--- src/rtl/fft_pkg.sv ---
// Shared definitions for the FFT output unloader: frame geometry, the
// unloader state encoding and the digit-reverse address mapping.
package fft_pkg;

  localparam int N_FFT      = 2048;
  localparam int N_BANK     = 4;
  localparam int BANK_AW    = 9;
  localparam int IDX_W      = 11;
  localparam int DW_DEFAULT = 16;

  typedef enum logic [1:0] {
    IDLE  = 2'd0,
    RUN   = 2'd1,
    DRAIN = 2'd2
  } unload_state_e;

  // Natural frequency index k -> storage location of that bin in the
  // result banks. Radix-4 digits are swapped end for end; the lone radix-2
  // digit (k[10]) lands in the LSB.
  function automatic logic [IDX_W-1:0] digit_rev(input logic [IDX_W-1:0] k);
    return {k[1:0], k[3:2], k[5:4], k[7:6], k[9:8], k[10]};
  endfunction

endpackage

--- src/rtl/fft_sync_fifo.sv ---
// Small synchronous FIFO with show-ahead head output, full/empty flags and
// an occupancy count. Depth need not be a power of two.
module fft_sync_fifo #(
  parameter int WIDTH = 43,
  parameter int DEPTH = 4
) (
  input  logic                       iCLK,
  input  logic                       iRESET,
  input  logic                       wr_en,
  input  logic [WIDTH-1:0]           wr_data,
  input  logic                       rd_en,
  output logic [WIDTH-1:0]           head,
  output logic                       full,
  output logic                       empty,
  output logic [$clog2(DEPTH+1)-1:0] count
);

  localparam int AW = (DEPTH > 1) ? $clog2(DEPTH) : 1;
  localparam int CW = $clog2(DEPTH + 1);

  logic [WIDTH-1:0] mem [DEPTH];
  logic [AW-1:0]    wr_ptr;
  logic [AW-1:0]    rd_ptr;
  logic             wr_ok;
  logic             rd_ok;

  function automatic logic [AW-1:0] ptr_inc(input logic [AW-1:0] p);
    return (p == AW'(DEPTH - 1)) ? '0 : p + AW'(1);
  endfunction

  assign empty = (count == '0);
  assign full  = (count == CW'(DEPTH));
  assign rd_ok = rd_en & ~empty;
  // A write into a full FIFO is accepted only when the head leaves this cycle.
  assign wr_ok = wr_en & (~full | rd_ok);
  assign head  = mem[rd_ptr];

  // Storage, pointers and count; storage is cleared so the head reads zero
  // after reset.
  always_ff @(posedge iCLK or negedge iRESET) begin
    if (!iRESET) begin
      wr_ptr <= '0;
      rd_ptr <= '0;
      count  <= '0;
      for (int i = 0; i < DEPTH; i++) mem[i] <= '0;
    end else begin
      if (wr_ok) begin
        mem[wr_ptr] <= wr_data;
        wr_ptr      <= ptr_inc(wr_ptr);
      end
      if (rd_ok) rd_ptr <= ptr_inc(rd_ptr);
      count <= count + CW'(wr_ok) - CW'(rd_ok);
    end
  end

endmodule

--- src/rtl/fft_unload.sv ---
// Reads a finished 2048-point spectrum out of the four result banks in
// digit-reversed order and streams it in natural frequency order over a
// valid/ready interface.
//
// Stream handshake: a beat transfers in every cycle where oVALID and iREADY
// are both high. oVALID never drops and the beat (data, index, SOP, EOP)
// never changes until that beat has transferred.
module fft_unload
  import fft_pkg::*;
#(
  parameter int DW         = DW_DEFAULT,
  parameter int RD_LAT     = 2,
  parameter int FIFO_DEPTH = 4,
  parameter int REVERSE    = 1
) (
  input  logic          iCLK,
  input  logic          iRESET,
  input  logic          iSTART,
  output logic [1:0]    oBANK,
  output logic [8:0]    oADDR,
  input  logic [DW-1:0] iRD_RE,
  input  logic [DW-1:0] iRD_IM,
  output logic          oVALID,
  input  logic          iREADY,
  output logic [DW-1:0] oDATA_RE,
  output logic [DW-1:0] oDATA_IM,
  output logic [10:0]   oINDEX,
  output logic          oSOP,
  output logic          oEOP,
  output logic          oBUSY,
  output logic          oDONE
);

  localparam int FW = 2 * DW + IDX_W;
  localparam int CW = $clog2(FIFO_DEPTH + 1);
  localparam int OW = CW + 1;

  unload_state_e    state;
  unload_state_e    state_nxt;
  logic [IDX_W-1:0] k;
  logic [IDX_W-1:0] loc;
  logic             issue;
  logic             done_nxt;
  logic             done_q;
  logic [1:0]       bank_q;
  logic [8:0]       addr_q;

  // Stage registered together with the address, then RD_LAT stages so the
  // tap lines up with the read data returning from the bank mux.
  logic             iss_v;
  logic [IDX_W-1:0] iss_k;
  logic [RD_LAT-1:0] pipe_v;
  logic [IDX_W-1:0] pipe_k [RD_LAT];
  logic             tap;

  logic [CW-1:0]    inflight;
  logic [CW-1:0]    fifo_count;
  logic             fifo_full;
  logic             fifo_empty;
  logic             fifo_valid;
  logic [FW-1:0]    head;
  logic [IDX_W-1:0] head_k;
  logic             head_eop;
  logic             pop;
  logic [OW-1:0]    occ;
  logic             credit_ok;

  assign loc = (REVERSE != 0) ? digit_rev(k) : k;
  assign tap = pipe_v[RD_LAT-1];

  assign fifo_valid = ~fifo_empty;
  assign pop        = fifo_valid & iREADY;
  assign head_k     = head[IDX_W-1:0];
  assign head_eop   = fifo_valid & (head_k == IDX_W'(N_FFT - 1));

  // Slots already promised (in flight or sitting in the FIFO), counting a
  // pop in this cycle as already free: a read issued now lands no earlier
  // than the pop, so the FIFO can never be over-committed, and issue
  // restarts with the address change right after a freeing pop.
  assign occ       = OW'(inflight) + OW'(fifo_count) - OW'(pop);
  assign credit_ok = (occ < OW'(FIFO_DEPTH)) && !(fifo_full && !pop);

  // Next-state and issue decision.
  always_comb begin
    state_nxt = state;
    issue     = 1'b0;
    done_nxt  = 1'b0;
    case (state)
      IDLE: begin
        if (iSTART) begin
          issue     = 1'b1;
          state_nxt = RUN;
        end
      end
      RUN: begin
        if (credit_ok) begin
          issue = 1'b1;
          if (k == IDX_W'(N_FFT - 1)) state_nxt = DRAIN;
        end
      end
      DRAIN: begin
        if (pop && head_eop) begin
          state_nxt = IDLE;
          done_nxt  = 1'b1;
        end
      end
      default: state_nxt = IDLE;
    endcase
  end

  // State, issue counter and registered bank/address. k wraps from 2047 to
  // 0 on the last issue, so it is already cleared for the next frame.
  always_ff @(posedge iCLK or negedge iRESET) begin
    if (!iRESET) begin
      state  <= IDLE;
      k      <= '0;
      bank_q <= '0;
      addr_q <= '0;
      iss_v  <= 1'b0;
      iss_k  <= '0;
      done_q <= 1'b0;
    end else begin
      state  <= state_nxt;
      done_q <= done_nxt;
      iss_v  <= issue;
      if (issue) begin
        k      <= k + IDX_W'(1);
        bank_q <= loc[IDX_W-1:BANK_AW];
        addr_q <= loc[BANK_AW-1:0];
        iss_k  <= k;
      end
    end
  end

  // Read-latency pipe carrying the index of each outstanding read.
  always_ff @(posedge iCLK or negedge iRESET) begin
    if (!iRESET) begin
      pipe_v <= '0;
      for (int i = 0; i < RD_LAT; i++) pipe_k[i] <= '0;
    end else begin
      pipe_v[0] <= iss_v;
      pipe_k[0] <= iss_k;
      for (int i = 1; i < RD_LAT; i++) begin
        pipe_v[i] <= pipe_v[i-1];
        pipe_k[i] <= pipe_k[i-1];
      end
    end
  end

  // Reads issued whose data has not yet been written into the FIFO.
  always_ff @(posedge iCLK or negedge iRESET) begin
    if (!iRESET) inflight <= '0;
    else         inflight <= inflight + CW'(issue) - CW'(tap);
  end

  fft_sync_fifo #(
    .WIDTH (FW),
    .DEPTH (FIFO_DEPTH)
  ) u_fifo (
    .iCLK    (iCLK),
    .iRESET  (iRESET),
    .wr_en   (tap),
    .wr_data ({iRD_RE, iRD_IM, pipe_k[RD_LAT-1]}),
    .rd_en   (pop),
    .head    (head),
    .full    (fifo_full),
    .empty   (fifo_empty),
    .count   (fifo_count)
  );

  assign oBANK    = bank_q;
  assign oADDR    = addr_q;
  assign oVALID   = fifo_valid;
  assign oDATA_RE = head[FW-1 -: DW];
  assign oDATA_IM = head[IDX_W +: DW];
  assign oINDEX   = head_k;
  assign oSOP     = fifo_valid & (head_k == '0);
  assign oEOP     = head_eop;
  assign oBUSY    = (state != IDLE);
  assign oDONE    = done_q;

endmodule

--- config.mk ---
export PLATFORM = sky130hd
export DESIGN_NAME = fft_unload
export DESIGN_NICKNAME = d
export VERILOG_FILES = /design/src/rtl/fft_pkg.sv /design/src/rtl/fft_sync_fifo.sv /design/src/rtl/fft_unload.sv
export SDC_FILE = /design/constraint.sdc
export NUM_CORES = 1
export LEC_CHECK = 0
export CORE_MARGIN = 1.5
export CORE_UTILIZATION = 39
export DETAILED_ROUTE_END_ITERATION = 10
export PLACE_DENSITY = 0.67
export SLEW_MARGIN = 20
export SYNTH_ARGS = -nofsm -noshare
export SYNTH_HDL_FRONTEND = slang
export SYNTH_SLANG_ARGS = --single-unit
--- constraint.sdc ---
create_clock -name iCLK -period 3 [get_ports iCLK]
set_input_delay 0.6 -clock iCLK [delete_from_list [all_inputs] [get_ports iCLK]]
set_output_delay 0.6 -clock iCLK [all_outputs]
set_load 0.01 [all_outputs]
==> results.env <==
ANTENNA_VIOLATING_NETS_POST_ROUTE=0
REMAINING_GLOBAL_ROUTE_OVERFLOW=0
DRV.MAX_CAP_VIOLATION_COUNT=0
DRT_DRC_VIOLATIONS_LEFT=0
HOLD_VIOL=0
STD_CELL_ROWS=58
GRT_PASS1_WL_MICRONS=34100
DIE_H_MICRONS=163
CLOCK_SINKS=232
CRITPATHREQUIREDTIME_NS=2.40
POST_SYNTH.CELL_AREA_AVG_SQ_UM=16.6
TIMING.FMAX_GHz=0.341
SYNTHESIS.INSTANCES=601
DETAILED_PLACE_HPWL_MICRONS=13600
POWER.DENSITY_CELL_AREA_mW_PER_MM2=1220
PLACED_AREA_SQ_MM=0.0115
GRT.TOTAL_USAGE=0.163
LAYOUT_WORST_PATH_CYCLE_SHARE=0.979
FINALSETUPVIOLATIONS=0
SYNTHMUXAREASHARE=0.308
ANTENNA_FOUND_INITIAL=0
WORST_SKEW_PAIR.LATE_LATENCY_NS=0.51
RSZ0062_AT_GRT='yes'
WORST-SLEW-PIN-TRANSITION_NS=0.630
DR.FIRST_ITER.DRC_COUNT=228
FINAL.SETUP_SKEW_NS=0.0136
START_KIND='flip-flop'
LAYOUT.CELL_AREA.NON_FILLER_SQ_MM=0.0124
SYNTH_FP_NETS=653
WORSTSETUPPATHTYPE='reg2out'
TRITONCTS='built'
CRIT_FANOUT=6
FIRST_GLOBAL_VIAS=6283
FLOW.AREA_GROWTH_FROM_SYNTHESIS_PCT=24.3
CRITPATHSLOWESTCELL='sky130_fd_sc_hd__mux4_2'
REG2REGPATHDEPTH=16
SYNTH-XOR-AREA-SHARE=0.0131
CP.DEPTH=5
AVGROUTEDWIREPERCELL_MICRONS=19.2
DR.PASS1.ITERS=4
CTSROOTBUFFERMASTER='sky130_fd_sc_hd__clkbuf_16'
CORE_AREA_SQ_MM=0.0252
DP_CELLS=1027
VDD.IR_DROP.WORST_V=0.000558
PORT-BUFFER-COUNT=94
DIEWIDTH_MICRONS=163
SEQ_CELLS_POST_SYNTH=232
POST_ROUTE_CELLS_DRIVE_ABOVE_1_SHARE=0.424
WORSTPATHARRIVAL_NS=2.34
RESULT_OF_THE_RUN='finished, final reports clean'
VIA_COUNT=5533
PATH_CLK_SLEW_NS=0.06
CLK_PATH_BUF_DEPTH=3
ROUTED_WIRELENGTH_MICRONS=20700
SYNTH_FF_TYPE='sky130_fd_sc_hd__dfrtp_1'
MAX_SLEW_MARGIN=0.578
SYNTH-ADDER-AREA-SHARE=0.0215
POST-ROUTE-MIN-PERIOD_NS=2.94
START_UTIL=0.397
CLOCK_TREE.HTREE_LEVEL_COUNT=1
YOSYSSEQAREASHARE=0.580
SHARE_OF_THE_SYNTHESIZED_AREA_IN_COMPOUND_GATES_AO_OA_AOI_OAI=0.0186
GRT_START_MAX_NET_PINS=70
DOMINANT_COMBINATIONAL_CELL_FAMILY_BY_AREA_AFTER_SYNTHESIS='multiplexers'
SYNTH_ENABLE_FLOP_CELLS=0
SYNTH_CELL_TYPE_COUNT=39
CRITICAL_PATH.TOP_DELAY_FAMILY='buffers and inverters'
CTS_HOLD_BUF=0
NETLIST_AREA_SQ_MM=0.0100
CTS_INSERTED_BUFFERS=25
TYPE_OF_DESTINATION_OF_THE_CRITICAL_PATH='output port'
TIMING.CRITICAL_PATH.CELLS='buf_6 > buf_16 > mux4_2 > buf_4 > clkdlybuf4s50_1'
FINAL_NETS=782
VIAS_PER_CELL=5.14
SYNTH-ASYNC-RESET-RATIO=1.00
ROUTABILITYCONGESTION=0.742
TIMING.FINAL.MAX_SLEW_VIOLATIONS=0
ANTENNA_CELLS=0
SLOWEST_DELAY_NS=0.53
P_TOTAL_W=0.0152
SYNTH_SIMPLE_GATE_AREA_SHARE=0.0276
DIE_AREA_SQ_MM=0.0266
CP_BUF_INV_COUNT=4
POWER.STATIC_LEAKAGE_nW=5.40
WORST_HOLD_PATH_TYPE='in2async'
SYNTH_WARNINGS=0
LAYOUT.CELLS.NON_FILLER=1076
DESIGN.PORTCOUNT=95
cell usage after synthesis, drive strengths merged, types with 2 or more instances:
cell type,instances,area (sq um)
dfrtp,232,5810
mux2,185,2080
mux4,43,998
buf,27,211
inv,22,82.6
ha,14,175
nand2,10,67.6
xor2,10,87.6
nand3,6,30.0
a211oi,5,37.5
xnor2,5,43.8
nand4,4,25.0
nor3,4,20.0
nor4,4,40.0
a2111oi,3,82.6
clkbuf,3,11.3
nand2b,3,18.8
nor2,3,11.3
o21ai,3,18.8
a21oi,2,21.3
fa,2,40.0
nor2b,2,12.5
nor4b,2,17.5
area by class of cell:
cell class,count,area [sq um]
Fill cell,2090,12700
Tap cell,330,413
Timing Repair Buffer,132,1430
Sequential cell,232,5810
Clock inverter,3,15.0
Multi-Input combinational cell,317,3920
Clock buffer,40,772
Inverter,22,82.6
cells by family after synthesis:
logic type / count (synthesis)
flip-flops: 232
multiplexers: 228
buffers and inverters: 52
AND/OR/NAND/NOR: 42
AO/OA/AOI/OAI: 16
adder cells (fa/ha/maj): 16
XOR/XNOR: 15
sequential cells by signal, summed over array words and instances, names as in the netlist:
name and count:
k 11, u_fifo.wr_ptr 2, pipe_k 22, oBANK 1, iss_v 1, u_fifo.mem 172, u_fifo.rd_ptr 2, iss_k 2
state 2, u_fifo.count 3, oADDR 8, pipe_v 2, inflight 3, oDONE 1
metrics by stage:
step	setup WS [ns]	hold WS, ns	util	TNS (ns)
after floorplan	0.00911	0.304	-	0
after global placement	-0.333	0.333	0.458	-2.15
after detailed placement	-0.421	0.336	0.458	-8.36
after CTS	-0.000483	0.0540	0.492	-0.000483
after global routing	-0.00759	0.0605	0.494	-0.0102
final	0.0640	0.0319	0.494	0
path summary, 6_finish.rpt:
| check | start | end | slack, ns |
|---|---|---|---|
| min in group iCLK | pipe_k[20]$_DFF_PN0_ | pipe_k[9]$_DFF_PN0_ | 0.35 |
| setup reg to reg | u_fifo.count[2]$_DFF_PN0_ | inflight[2]$_DFF_PN0_ | 0.14 |
| hold / removal | iRESET | u_fifo.mem[22]$_DFFE_PN0P_ | 0.03 |
| setup / recovery | u_fifo.rd_ptr[0]$_DFFE_PN0P_ | oINDEX[5] | 0.06 |
| hold reg to reg | pipe_k[20]$_DFF_PN0_ | pipe_k[9]$_DFF_PN0_ | 0.35 |
| max in group asynchronous | iRESET | pipe_k[4]$_DFF_PN0_ | 2.08 |
timing repair:
action / CTS / global route
resized for setup: 22 / 6
setup endpoints to repair: 21 / 26
pin swaps: 3 / 1
cloned: 1 / 1
setup buffers: 3 / 1
placed cells by master (no fill, tap or decap), drive strengths merged, types with 2 or more instances in the layout:
cell and count:
a21oi 2, nand2 10, ha 14, nor4b 2, buf 39, clkinv 3, xor2 10, inv 22
clkdlybuf4s50 89, nor4 4, nand4 4, a2111oi 3, o21ai 3, clkbuf 41, nor2 3, nand2b 3
mux2 185, nand3 6, a211oi 5, fa 2, nor2b 2, mux4 43, dfrtp 232, dlymetal6s2s 2
xnor2 5, nor3 4
metal layers:
layer	global-route usage	wire length (microns)	vias up
met2	0.289	10600	91
met4	0.0342	284	0
met1	0.210	8940	2964
li1	-	-	2456
met3	0.0277	811	22
met5	0	0	-
where the power goes:
group / total [W] / switching (W) / internal [W]
Clock: 0.00289 / 0.00115 / 0.00174
Sequential: 0.00563 / 0.000940 / 0.00469
Combinational: 0.00667 / 0.00264 / 0.00402
Power figures use the tool's default switching activity.
